===== src/rtl/pipe_stage_skid_pkg.sv =====
// Shared types for the reusable pipeline stage register.
// The state encoding is {m_valid, s_valid}, so the valid bits can be read directly from the state.
package pipe_stage_skid_pkg;

   localparam int STAGE_WIDTH_DEFAULT = 64;

   typedef enum logic [1:0] {
      ST_EMPTY = 2'b00,
      ST_ONE   = 2'b10,
      ST_TWO   = 2'b11
   } stage_state_e;

   typedef enum logic [1:0] {
      M_HOLD    = 2'b00,
      M_PAYLOAD = 2'b01,
      M_SKID    = 2'b10
   } m_sel_e;

   function automatic logic [1:0] occupancy(input stage_state_e st);
      logic [1:0] bits;
      bits = st;
      return {1'b0, bits[1]} + {1'b0, bits[0]};
   endfunction

endpackage


===== src/rtl/pipe_stage_skid.sv =====
// Pipeline stage register with stall, flush and bubble injection.
// SKID selects a two-entry buffer with registered in_ready, or a single register.
module pipe_stage_skid
   import pipe_stage_skid_pkg::*;
#(
   parameter int               WIDTH     = STAGE_WIDTH_DEFAULT,
   parameter logic [WIDTH-1:0] NOP_VALUE = '0,
   parameter bit               SKID      = 1'b1
) (
   input  logic             clock,
   input  logic             reset,
   input  logic             in_valid,
   output logic             in_ready,
   input  logic [WIDTH-1:0] in_data,
   input  logic             in_nop,
   input  logic             stall,
   input  logic             flush,
   output logic             out_valid,
   input  logic             out_ready,
   output logic [WIDTH-1:0] out_data,
   output logic [1:0]       count,
   output logic [1:0]       dbg_state
);

   // Handshake: a transfer happens on a rising edge where valid and ready are both high;
   // the producer holds valid and data stable until that edge, and ready never waits on valid.

   stage_state_e     state_q, state_d;
   m_sel_e           m_sel;
   logic             s_load;
   logic [WIDTH-1:0] m_data_q, s_data_q, payload;
   logic             m_valid, s_valid, in_fire, out_fire;

   assign m_valid   = state_q[1];
   assign s_valid   = state_q[0];
   assign payload   = in_nop ? NOP_VALUE : in_data;
   assign out_valid = m_valid & ~stall;
   // A flushing cycle still shows M downstream, but the stage ignores any pop it sees.
   assign out_fire  = out_valid & out_ready & ~flush;
   assign in_fire   = in_valid & in_ready;
   assign out_data  = m_data_q;
   assign count     = occupancy(state_q);
   assign dbg_state = state_q;

   generate
      if (SKID) begin : g_skid
         assign in_ready = ~s_valid & ~stall & ~flush;

         always_comb begin
            state_d = state_q;
            m_sel   = M_HOLD;
            s_load  = 1'b0;
            if (flush) begin
               state_d = ST_EMPTY;
            end else begin
               case (state_q)
                  ST_EMPTY: begin
                     if (in_fire) begin
                        state_d = ST_ONE;
                        m_sel   = M_PAYLOAD;
                     end
                  end
                  ST_ONE: begin
                     if (in_fire && out_fire) begin
                        m_sel = M_PAYLOAD;
                     end else if (in_fire) begin
                        state_d = ST_TWO;
                        s_load  = 1'b1;
                     end else if (out_fire) begin
                        state_d = ST_EMPTY;
                     end
                  end
                  ST_TWO: begin
                     if (out_fire) begin
                        state_d = ST_ONE;
                        m_sel   = M_SKID;
                     end
                  end
                  default: state_d = ST_EMPTY;
               endcase
            end
         end

         always_ff @(posedge clock or posedge reset) begin
            if (reset) begin
               s_data_q <= NOP_VALUE;
            end else if (s_load) begin
               s_data_q <= payload;
            end
         end
      end else begin : g_single
         assign in_ready = ~stall & ~flush & (~m_valid | out_ready);
         assign s_data_q = NOP_VALUE;

         always_comb begin
            state_d = state_q;
            m_sel   = M_HOLD;
            s_load  = 1'b0;
            if (flush) begin
               state_d = ST_EMPTY;
            end else if (in_fire) begin
               state_d = ST_ONE;
               m_sel   = M_PAYLOAD;
            end else if (out_fire) begin
               state_d = ST_EMPTY;
            end
         end
      end
   endgenerate

   always_ff @(posedge clock or posedge reset) begin
      if (reset) begin
         state_q <= ST_EMPTY;
      end else begin
         state_q <= state_d;
      end
   end

   always_ff @(posedge clock or posedge reset) begin
      if (reset) begin
         m_data_q <= NOP_VALUE;
      end else begin
         case (m_sel)
            M_PAYLOAD: m_data_q <= payload;
            M_SKID:    m_data_q <= s_data_q;
            default:   m_data_q <= m_data_q;
         endcase
      end
   end

endmodule


===== config.mk =====
export PLATFORM = sky130hd
export DESIGN_NAME = pipe_stage_skid
export DESIGN_NICKNAME = d
export VERILOG_FILES = /design/src/rtl/pipe_stage_skid_pkg.sv /design/src/rtl/pipe_stage_skid.sv
export SDC_FILE = /design/constraint.sdc
export NUM_CORES = 1
export LEC_CHECK = 0
export CORE_UTILIZATION = 35
export CTS_BUF_LIST = sky130_fd_sc_hd__clkbuf_2 sky130_fd_sc_hd__clkbuf_4 sky130_fd_sc_hd__clkbuf_8
export DETAILED_ROUTE_END_ITERATION = 16
export SYNTH_ARGS = -nofsm -noshare
export SYNTH_HDL_FRONTEND = slang
export SYNTH_SLANG_ARGS = --single-unit

===== constraint.sdc =====
create_clock -name clock -period 8.8 [get_ports clock]
set_input_delay 0.88 -clock clock [delete_from_list [all_inputs] [get_ports clock]]
set_output_delay 0.88 -clock clock [all_outputs]
set_load 0.01 [all_outputs]

After elaboration in Yosys (flattened, before gate mapping) --
Index checks and enable logic that the tools add are counted.
Word-level totals: bits in registers 130, latch bits 0, memory bits (writable) 0, bits in read-only memories 0, bits of input ports 71, memories 0
Cells by class: add/sub/neg operators 1, multipliers 0, div/mod/pow operators 0, order comparisons 0, equality and inequality tests 8, shift-type cells 0, mux-type cells 18, bitwise operators 9, reductions and logical operators 4
Operator list (number):
- $pmux 64 s2 | 1
- $mux 64 | 1
- $mux 2 | 8
- $pmux 2 s3 | 2
- $ne 3x3->1 const B | 3
- $and 1x1->1 | 6
- $eq 2x2->1 const B | 3
- $mux 1 | 6
- $ne 4x4->1 const B | 1
- $reduce_and 4->1 | 1
- $not 1->1 | 3
- $add 1x1->2 | 1
- $eq 2x1->1 const B | 1
- $logic_not 2->1 | 1
- $reduce_bool 2->1 | 1
- $logic_and 1x1->1 | 1

Longest topological paths before layout --
Gate-level depths: netlist of run 1.
depth in word-level cells 10, depth in mapped cells 12, mapped depth without buffers 9

Worst setup path after synthesis of run 1 --
Ideal clock, no wire load.
path type in2reg, from in stall, to reg m_data_q[53], in the netlist out_data[53], arrival time 2.478 ns, data required time 8.675 ns, path slack 6.197 ns, cell stages on the path 6, buffers on the path 2, cells stage by stage nor4b_4 > o211ai_1 > ha_1 > buf_2 > clkbuf_1 > mux2_2
On the way: word-level cells in the longest chain between the ends 10, elaborated cells on any way between the ends 17, classes of those cells 2 x eq/ne; 6 x mux; 7 x bitwise; 2 x reduce/logical
RTL lines:
- start, declared | line pipe_stage_skid.sv:16 | input logic stall,
- $not 1->1 * | line pipe_stage_skid.sv:37, pipe_stage_skid.sv:47
- $and 1x1->1, on equally long branches | line pipe_stage_skid.sv:47, pipe_stage_skid.sv:37
- $and 1x1->1, on equally long branches | line pipe_stage_skid.sv:47, pipe_stage_skid.sv:39
- $and 1x1->1, on equally long branches | line pipe_stage_skid.sv:40, pipe_stage_skid.sv:39
- $logic_and 1x1->1 | line pipe_stage_skid.sv:64 | if (in_fire && out_fire) begin
- $mux 1 | line pipe_stage_skid.sv:64
- $pmux 2 s3 * | line pipe_stage_skid.sv:56 | case (state_q)
- $mux 2 * | line pipe_stage_skid.sv:53 | if (flush) begin
- $eq 2x2->1 or $eq 2x1->1 (tied branches) | line pipe_stage_skid.sv:123 | case (m_sel)
- $pmux 64 s2 or $reduce_bool 2->1 (tied branches)
- end signal, assigned | line pipe_stage_skid.sv:124 | M_PAYLOAD: m_data_q <= payload;
- end signal, assigned | line pipe_stage_skid.sv:125 | M_SKID: m_data_q <= s_data_q;
- end signal, assigned | line pipe_stage_skid.sv:126 | default: m_data_q <= m_data_q;
- end, declared | line pipe_stage_skid.sv:31 | logic [WIDTH-1:0] m_data_q, s_data_q, payload;
Every way passes the cells marked *; elsewhere a longest branch is shown, timed or not. A chain may end at the register's enable or synchronous reset.

Final worst setup path of run 1 --
from in stall, to reg m_data_q[55], in the netlist out_data[55]
Same word-level chain as after synthesis.

==> results.json, run 1 <==
{
  "grt_setup_unrepaired": "no",
  "clock_skew_ps": 7.75,
  "drt-initial-drc-count": 246,
  "port_buffers": 140,
  "h-tree-depth": 4,
  "drc": 0,
  "final-hold-violation-count": 0,
  "p_sw_frac": 0.290,
  "syn_nets": 659,
  "clockBufferDepth": 2,
  "power_uw": 2130,
  "synthMuxAreaShare": 0.125,
  "syn_inst": 583,
  "ys_async_sr_fraction": 1.00,
  "r2r_start": "dbg_state[0]$_DFFE_PP0P_",
  "overflow": 0,
  "fin_ws_ps": 5420,
  "hp-class": "reg2reg",
  "cts_made_buffers": 17,
  "post_drt_wl_per_cell_um": 14.3,
  "viasPerCell": 4.77,
  "die_h_um": 132,
  "ys_seq_elements": 130,
  "grt_max_degree": 129,
  "drtAntennaViolNets": 0,
  "setup_tns_ps": 0,
  "synth.yosys.seq_area_share": 0.551,
  "status": "finished clean",
  "r2r_slack_ps": 5640,
  "ctsResizeCount": 0,
  "first_pass_iters": 4,
  "maxSlewHeadroom": 0.214,
  "cts.sinks": 130,
  "place_ws_ps": 5000,
  "netlist.area_leader.share": 0.551,
  "peakVddDrop_mv": 0.114,
  "cp-startpoint": "stall",
  "cts_setup_buffers": 0,
  "r2r-end": "out_data[55]$_DFFE_PP0P_",
  "synthTopCellsByCount": "dfrtp_1 (130), nand2_1 (130), o21ai_0 (108), nand2b_1 (64), mux2_2 (59)",
  "grt_use_total": 0.167,
  "cts_root_buf": "clkbuf_8",
  "syn_area_per_cell_um2": 10.1,
  "tightest_slew_ps": 1180,
  "synth-simple-area-share": 0.162,
  "synth.area.top_cells": "dfrtp_1 (55%), mux2_2 (11%), o21ai_0 (9.2%), nand2_1 (8.3%), nand2b_1 (6.8%)",
  "synthAdderAreaFrac": 0.0106,
  "area_growth_pct": 31.9,
  "required_ps": 9120,
  "crit_end": "out_data[55]$_DFFE_PP0P_",
  "powerDensity_mw_per_mm2": 274,
  "maxCapViolations": 0,
  "vias": 4462,
  "drive_above_1_share": 0.134,
  "cts.clk_slew.worst_paths_ps": 60,
  "antenna_found_initial": 0,
  "holdWs_ps": 482,
  "crit_type": "in2reg",
  "synth-xor-area-share": 0,
  "finalCritPeriodShare": 0.384,
  "endpoint_kind": "register",
  "ys_types": 26,
  "tritoncts": "yes",
  "grt_pass1_vias": 4531,
  "fmax_mhz": 296,
  "min_period_ps": 3380,
  "syn_area_mm2": 0.00590,
  "reg2regPathDepth": 8,
  "p_clk_frac": 0.218,
  "yosysTopAreaCell": "dfrtp_1",
  "synth_edf_count": 0,
  "synth_ff_type": "dfrtp_1",
  "die-area_mm2": 0.0174,
  "synth-compound-area-share": 0.116,
  "fin_nets": 780,
  "arrival_ps": 3690,
  "cts_hold_buf": 0,
  "std_cell_rows": 47,
  "core_area_mm2": 0.0165,
  "initial_utilization": 0.357,
  "insertion_delay_ps": 430,
  "ioPinCount": 141,
  "power_leakage_uw": 0.00334,
  "pwr-share-comb": 0.321,
  "finalSetupViolCount": 0,
  "post-dp-hpwl_um": 8480,
  "grt_first_pass_wirelength_um": 23100,
  "internal_power_uw": 1510,
  "cp_max_fo": 128,
  "maxSlewViolCount": 0,
  "synth_top_family_by_area": "simple AND/OR/NAND/NOR gates",
  "p_switching_uw": 619,
  "crit_path_start_kind": "input port",
  "fp.dieW_um": 132,
  "wl_um": 13400,
  "p_seq_frac": 0.461,
  "yosysWarnings": 0,
  "routabilityCongestion": 0.735
}
==> how the worst min path moves through the flow <==
stage          slack (ps)                      from                  endpoint  cells after the start
2_1_floorplan         450   s_data_q[0]$_DFFE_PP0P_   s_data_q[0]$_DFFE_PP0P_                      2
3_3_place_gp          460  s_data_q[29]$_DFFE_PP0P_  s_data_q[29]$_DFFE_PP0P_                      2
3_5_place_dp          470  s_data_q[30]$_DFFE_PP0P_  s_data_q[30]$_DFFE_PP0P_                      2
4_1_cts               480  s_data_q[23]$_DFFE_PP0P_  s_data_q[23]$_DFFE_PP0P_                      2
5_1_grt               500  s_data_q[20]$_DFFE_PP0P_  s_data_q[20]$_DFFE_PP0P_                      2
6_report              480  s_data_q[34]$_DFFE_PP0P_  s_data_q[34]$_DFFE_PP0P_                      2
==> per-stage QoR <==
step | cells | cell area, um2 | util
6_report | 935 | 7780 | 0.471
5_1_grt | 934 | 7780 | 0.471
4_1_cts | 934 | 7780 | 0.471
3_5_place_dp | 905 | 7430 | 0.449
3_3_place_gp | 905 | 7430 | 0.449
2_1_floorplan | 583 | 5900 | -
==> power groups by stage <==
| stage | combinational, uW | sequential [uW] | clock (uW) |
|---|---|---|---|
| 2_1_floorplan | 254 | 1030 | 0 |
| 3_3_place_gp | 677 | 986 | 0 |
| 3_5_place_dp | 695 | 994 | 0 |
| 4_1_cts | 697 | 985 | 485 |
| 5_1_grt | 751 | 1020 | 511 |
| 6_report | 684 | 983 | 466 |
==> state kept, by name, indices dropped and copies added, names as in the netlist <==
signal     cells
out_data      64
dbg_state      2
s_data_q      64
==> routing by layer <==
layer	GRT usage	wire length [um]	up-vias
met1	0.212	6060	2137
met3	0.0431	691	15
met2	0.275	6470	112
met5	0	0	-
met4	0.0601	183	0
li1	-	-	2198
==> logic make-up (layout without fill, tap and decap cells) <==
group                      Yosys count  count (layout)
DFF                                130             130
buffers and inverters               45             176
adders and majority gates            5               5
AOI/OAI and AO/OA                  134             134
other                                0               1
muxes                               66              66
and+or+nand+nor                    203             203
==> cell type report <==
type	instances	area, um2
antenna	1	2.50
sequential	130	3250
clock inverter	6	57.6
tap	220	275
fill	1534	8740
multi-input combinational	408	2460
inverter	3	13.8
clock buffer	23	298
timing repair buffer	144	1430
==> cells in the final DEF (no fill, tap or decap), drive strengths merged <==
cell	instances
a211o	1
a21o	1
a21oi	1
a22oi	1
and4b	1
buf	5
bufinv	1
clkbuf	23
clkdlybuf4s50	139
clkinv	4
clkinvlp	1
dfrtp	130
diode	1
ha	5
inv	3
mux2	64
mux2i	2
nand2	130
nand2b	64
nand3b	1
nand4b	1
nor2	4
nor3	1
nor4b	1
o211ai	1
o21ai	128
o22ai	1
==> worst max-delay path, cell delays in order <==
cell and delay, ps:
clkdlybuf4s50_1 610, and4b_1 250, o211ai_1 280, ha_4 170, buf_4 760, o21ai_0 250, mux2_2 310
Note: power is estimated with default switching activity, not from simulation.
==> run 2: changes to the inputs <==
==> constraint.sdc (replaced) <==
create_clock -name clock -period 2.8 [get_ports clock]
set_input_delay 0.28 -clock clock [delete_from_list [all_inputs] [get_ports clock]]
set_output_delay 0.28 -clock clock [all_outputs]
set_load 0.01 [all_outputs]
==> run 2 against run 1 <==
Net effect:
- first-iteration DRC count down 24%
- utilization increased by 1.0 points
- via count is 0.74% lower
- critical path type is now reg2reg
- critical endpoint is now out_data[57]$_DFFE_PP0P_
==> results.json, run 2 (synthesis gave the netlist of run 1 again) <==
{
  "initial_utilization": 0.357,
  "final-hold-violation-count": 0,
  "drive_above_1_share": 0.144,
  "finalSetupViolCount": 0,
  "crit_type": "reg2reg",
  "diodes": 0,
  "routabilityCongestion": 0.811,
  "port_buffers": 140,
  "die-area_mm2": 0.0174,
  "powerDensity_mw_per_mm2": 855,
  "min_period_ps": 2530,
  "final_common_cell": "clkdlybuf4s50_1",
  "grt_pass1_vias": 4501,
  "drc": 0,
  "vias": 4429,
  "post_drt_wl_per_cell_um": 14.0,
  "maxSlewViolCount": 0,
  "drt-initial-drc-count": 187,
  "fin_ws_ps": 272,
  "cts.clk_slew.worst_paths_ps": 70,
  "wl_um": 13100,
  "finalCritPeriodShare": 0.903,
  "arrival_ps": 2830,
  "h-tree-depth": 4,
  "p_switching_uw": 1920,
  "status": "finished clean",
  "clock_skew_ps": 7.24,
  "grt_setup_unrepaired": "no",
  "p_clk_frac": 0.228,
  "maxCapViolations": 0,
  "grt_first_pass_wirelength_um": 22000,
  "cts_hold_buf": 0,
  "cts.sinks": 130,
  "core_area_mm2": 0.0165,
  "die_h_um": 132,
  "ctsResizeCount": 0,
  "crit_path_start_kind": "register",
  "fin_nets": 786,
  "area_growth_pct": 34.7,
  "antenna_found_initial": 0,
  "tightest_slew_ps": 949,
  "pwr-share-comb": 0.317,
  "internal_power_uw": 4880,
  "hp-class": "in2async",
  "maxSlewHeadroom": 0.367,
  "grt_max_degree": 129,
  "cp_max_fo": 24,
  "cts_root_buf": "clkbuf_8",
  "post-dp-hpwl_um": 8730,
  "viasPerCell": 4.70,
  "grt_use_total": 0.159,
  "endpoint_kind": "register",
  "required_ps": 3100,
  "power_leakage_uw": 0.00342,
  "tritoncts": "yes",
  "drtAntennaViolNets": 0,
  "place_ws_ps": 52.7,
  "insertion_delay_ps": 420,
  "fp.dieW_um": 132,
  "std_cell_rows": 47,
  "final_cell_mix": "clkdlybuf4s50_1 (139), nand2_1 (130), dfrtp_1 (130)",
  "ioPinCount": 141,
  "fmax_mhz": 396,
  "first_pass_iters": 4,
  "peakVddDrop_mv": 0.367,
  "p_seq_frac": 0.455,
  "p_sw_frac": 0.283,
  "overflow": 0,
  "cts_made_buffers": 17,
  "clockBufferDepth": 2,
  "setup_tns_ps": 0
}
-- run 2: stage by stage --
stage	utilization	std cells	hold WS, ps	instance area [um2]	power, uW
global placement	0.456	910	461	7540	5230
global route	0.481	942	356	7950	7250
detailed placement	0.456	910	470	7540	5300
finish	0.481	942	318	7950	6800
floorplan	-	583	447	5910	4040
CTS	0.480	941	315	7940	6900
-- run 2: what timing repair did --
action / in CTS / in global routing
setup endpoints to repair: 0 / 12
buffers inserted: 0 / 1
endpoints found under the hold margin: 0 / 0
-- run 2: final cells by class --
| type | instances | area [um2] |
|---|---|---|
| Fill cell | 1502 | 8580 |
| Sequential cell | 130 | 3250 |
| Multi-Input combinational cell | 408 | 2460 |
| Timing Repair Buffer | 150 | 1550 |
| Clock buffer | 27 | 353 |
| Tap cell | 220 | 275 |
| Clock inverter | 4 | 45.0 |
| Inverter | 3 | 15.0 |
-- run 2: power groups by stage --
stage / registers (uW) / clock network (uW) / logic, uW
floorplan: 3240 / 0 / 799
global placement: 3100 / 0 / 2130
detailed placement: 3120 / 0 / 2180
CTS: 3100 / 1610 / 2190
global route: 3190 / 1710 / 2350
finish: 3090 / 1550 / 2150
-- run 2: critical path: stages (launching register included) --
cell	delay, ps
dfrtp_1	500
inv_1	120
ha_1	250
and4b_1	230
o211ai_1	240
ha_4	360
buf_4	290
o21ai_0	110
mux2_1	290
-- run 2: worst paths after layout --
kind                                          start                       end  slack (ps)  cells past startpoint
max                        dbg_state[0]$_DFFE_PP0P_  out_data[57]$_DFFE_PP0P_         270                      8
max reg2reg                dbg_state[0]$_DFFE_PP0P_  out_data[57]$_DFFE_PP0P_         270                      8
min reg2reg                s_data_q[23]$_DFFE_PP0P_  s_data_q[23]$_DFFE_PP0P_         480                      2
min                                           reset  s_data_q[47]$_DFFE_PP0P_         320                      2
min in group clock                       in_data[0]   s_data_q[0]$_DFFE_PP0P_         440                      3
max in group asynchronous                     reset  s_data_q[35]$_DFFE_PP0P_        1750                      3
-- run 2: layer usage --
layer,part of all wire,vias up,track usage
met1,0.46,2089,0.204
met2,0.47,117,0.257
li1,-,2209,-
met5,0,-,0
met3,0.048,14,0.0384
met4,0.016,0,0.0672
==> run 3: changes to the inputs <==
--- a/config.mk
+++ b/config.mk
@@ -8,6 +8,7 @@
 export CORE_UTILIZATION = 35
 export CTS_BUF_LIST = sky130_fd_sc_hd__clkbuf_2 sky130_fd_sc_hd__clkbuf_4 sky130_fd_sc_hd__clkbuf_8
 export DETAILED_ROUTE_END_ITERATION = 16
+export PLACE_DENSITY = 0.72
 export SYNTH_ARGS = -nofsm -noshare
 export SYNTH_HDL_FRONTEND = slang
 export SYNTH_SLANG_ARGS = --single-unit
==> run 3 against run 2 <==
Net effect:
- wire length fell by 2.5%
- global-route usage fell by 0.12 points
- hold slack got worse by 19 ps
==> results.json, run 3 (synthesis gave the netlist of run 1 again) <==
{
  "endpoint_kind": "register",
  "cts_setup_buffers": 0,
  "multi_input_area_mm2": 0.00246,
  "final_common_cell": "clkdlybuf4s50_1",
  "fillerInstances": 1485,
  "grt_first_pass_wirelength_um": 21900,
  "post_drt_wl_per_cell_um": 13.6,
  "crit_type": "reg2reg",
  "routabilityCongestion": 0.743,
  "fp.dieW_um": 132,
  "slowest_stage": "dfrtp_1",
  "ioPinCount": 141,
  "cts.clk_slew.worst_paths_ps": 80,
  "post-dp-hpwl_um": 8290,
  "peakVddDrop_mv": 0.416,
  "maxCapViolations": 0,
  "place_area_mm2": 0.00757,
  "wl_um": 12800,
  "grt_pass1_vias": 4331,
  "area_growth_pct": 36.0,
  "setup_tns_ps": 0,
  "drc": 0,
  "maxSlewViolCount": 0,
  "hp-class": "in2async",
  "drt-initial-drc-count": 190,
  "final-hold-violation-count": 0,
  "power_uw": 7050,
  "cp_max_fo": 28,
  "cts.sinks": 130,
  "power_leakage_uw": 0.00345,
  "diodes": 0,
  "tritoncts": "yes",
  "std_cell_rows": 47,
  "path_buf_inv": 2,
  "insertion_delay_ps": 450,
  "port_buffers": 140,
  "clockBufferDepth": 2,
  "finalCritPeriodShare": 0.900,
  "grt_use_total": 0.158,
  "crit_path_start_kind": "register",
  "grt_max_degree": 129,
  "reg2regPathDepth": 8,
  "cts_made_buffers": 17,
  "maxSlewHeadroom": 0.639,
  "fmax_mhz": 397,
  "viasPerCell": 4.66,
  "die-area_mm2": 0.0174,
  "grt_setup_unrepaired": "no",
  "slowest_delay_ps": 500,
  "clock_skew_ps": 8.08,
  "vias": 4401,
  "first_pass_iters": 4,
  "min_period_ps": 2520,
  "finalSetupViolCount": 0,
  "r2r_start": "dbg_state[0]$_DFFE_PP0P_",
  "core_area_mm2": 0.0165,
  "final_cell_mix": "clkdlybuf4s50_1 (139), nand2_1 (130), dfrtp_1 (130)",
  "r2r_slack_ps": 280,
  "postLayoutCellArea_mm2": 0.00803,
  "required_ps": 3130,
  "die_h_um": 132,
  "regArea_mm2": 0.00325,
  "place_ws_ps": 231,
  "crit_chain": "inv_1 > ha_1 > and4b_1 > o211ai_1 > ha_4 > buf_4 > o21ai_0 > mux2_2",
  "powerDensity_mw_per_mm2": 878,
  "antenna_found_initial": 0,
  "arrival_ps": 2850,
  "fin_ws_ps": 281,
  "initial_utilization": 0.357,
  "fin_nets": 787,
  "r2r-end": "out_data[37]$_DFFE_PP0P_",
  "h-tree-depth": 4,
  "path_depth": 8,
  "cts_hold_buf": 0,
  "utilization": 0.486,
  "overflow": 0,
  "drtAntennaViolNets": 0,
  "cts_root_buf": "clkbuf_8",
  "drive_above_1_share": 0.146,
  "ctsResizeCount": 0,
  "cp_top_family": "adder cells",
  "status": "finished clean",
  "tightest_slew_ps": 541
}
run 3: changes by cell type in the layout (fill, tap and decap cells not counted), sizes merged:
cell	previous run	this run
bufinv	1	4
buf	11	12
clkbuf	27	23
clkinvlp	1	3
run 3: per-layer routing:
layer / up-vias / global-route usage / wire length, um
met5: - / 0 / 0
met4: 0 / 0.0614 / 187
met3: 15 / 0.0446 / 677
met2: 114 / 0.239 / 5690
met1: 2066 / 0.214 / 6260
li1: 2206 / - / -
run 3: how the worst max path moves through the flow:
stage                             startpoint                  endpoint
floorplan           dbg_state[0]$_DFFE_PP0P_  out_data[53]$_DFFE_PP0P_
global placement                       stall   out_data[3]$_DFFE_PP0P_
detailed placement                     stall  out_data[55]$_DFFE_PP0P_
CTS                 dbg_state[0]$_DFFE_PP0P_  out_data[62]$_DFFE_PP0P_
global route        dbg_state[0]$_DFFE_PP0P_  out_data[54]$_DFFE_PP0P_
finish              dbg_state[0]$_DFFE_PP0P_  out_data[37]$_DFFE_PP0P_
run 3: report_power, final:
part           internal [uW]  switching (uW)
sequential              2660             440
clock                   1090             715
combinational           1330             811
total                   5080            1970
run 3: cell type report:
| cell class | instances | area share |
|---|---|---|
| sequential | 130 | 0.405 |
| multi-input combinational | 408 | 0.306 |
| timing repair buffer | 151 | 0.195 |
| clock buffer | 23 | 0.0387 |
| tap | 220 | 0.0343 |
| clock inverter | 9 | 0.0187 |
| inverter | 3 | 0.00187 |
run 3: worst reg2reg max path, cell delays in order, from the launching register on:
cell      delay, ps
dfrtp_1         500
inv_1           130
ha_1            250
and4b_1         230
o211ai_1        270
ha_4            400
buf_4           260
o21ai_0         120
mux2_2          260
run 3: through the flow:
stage | hold WS, ps | std cells
2_1_floorplan | 447 | 583
3_3_place_gp | 461 | 912
3_5_place_dp | 470 | 912
4_1_cts | 302 | 944
5_1_grt | 319 | 944
6_report | 299 | 944
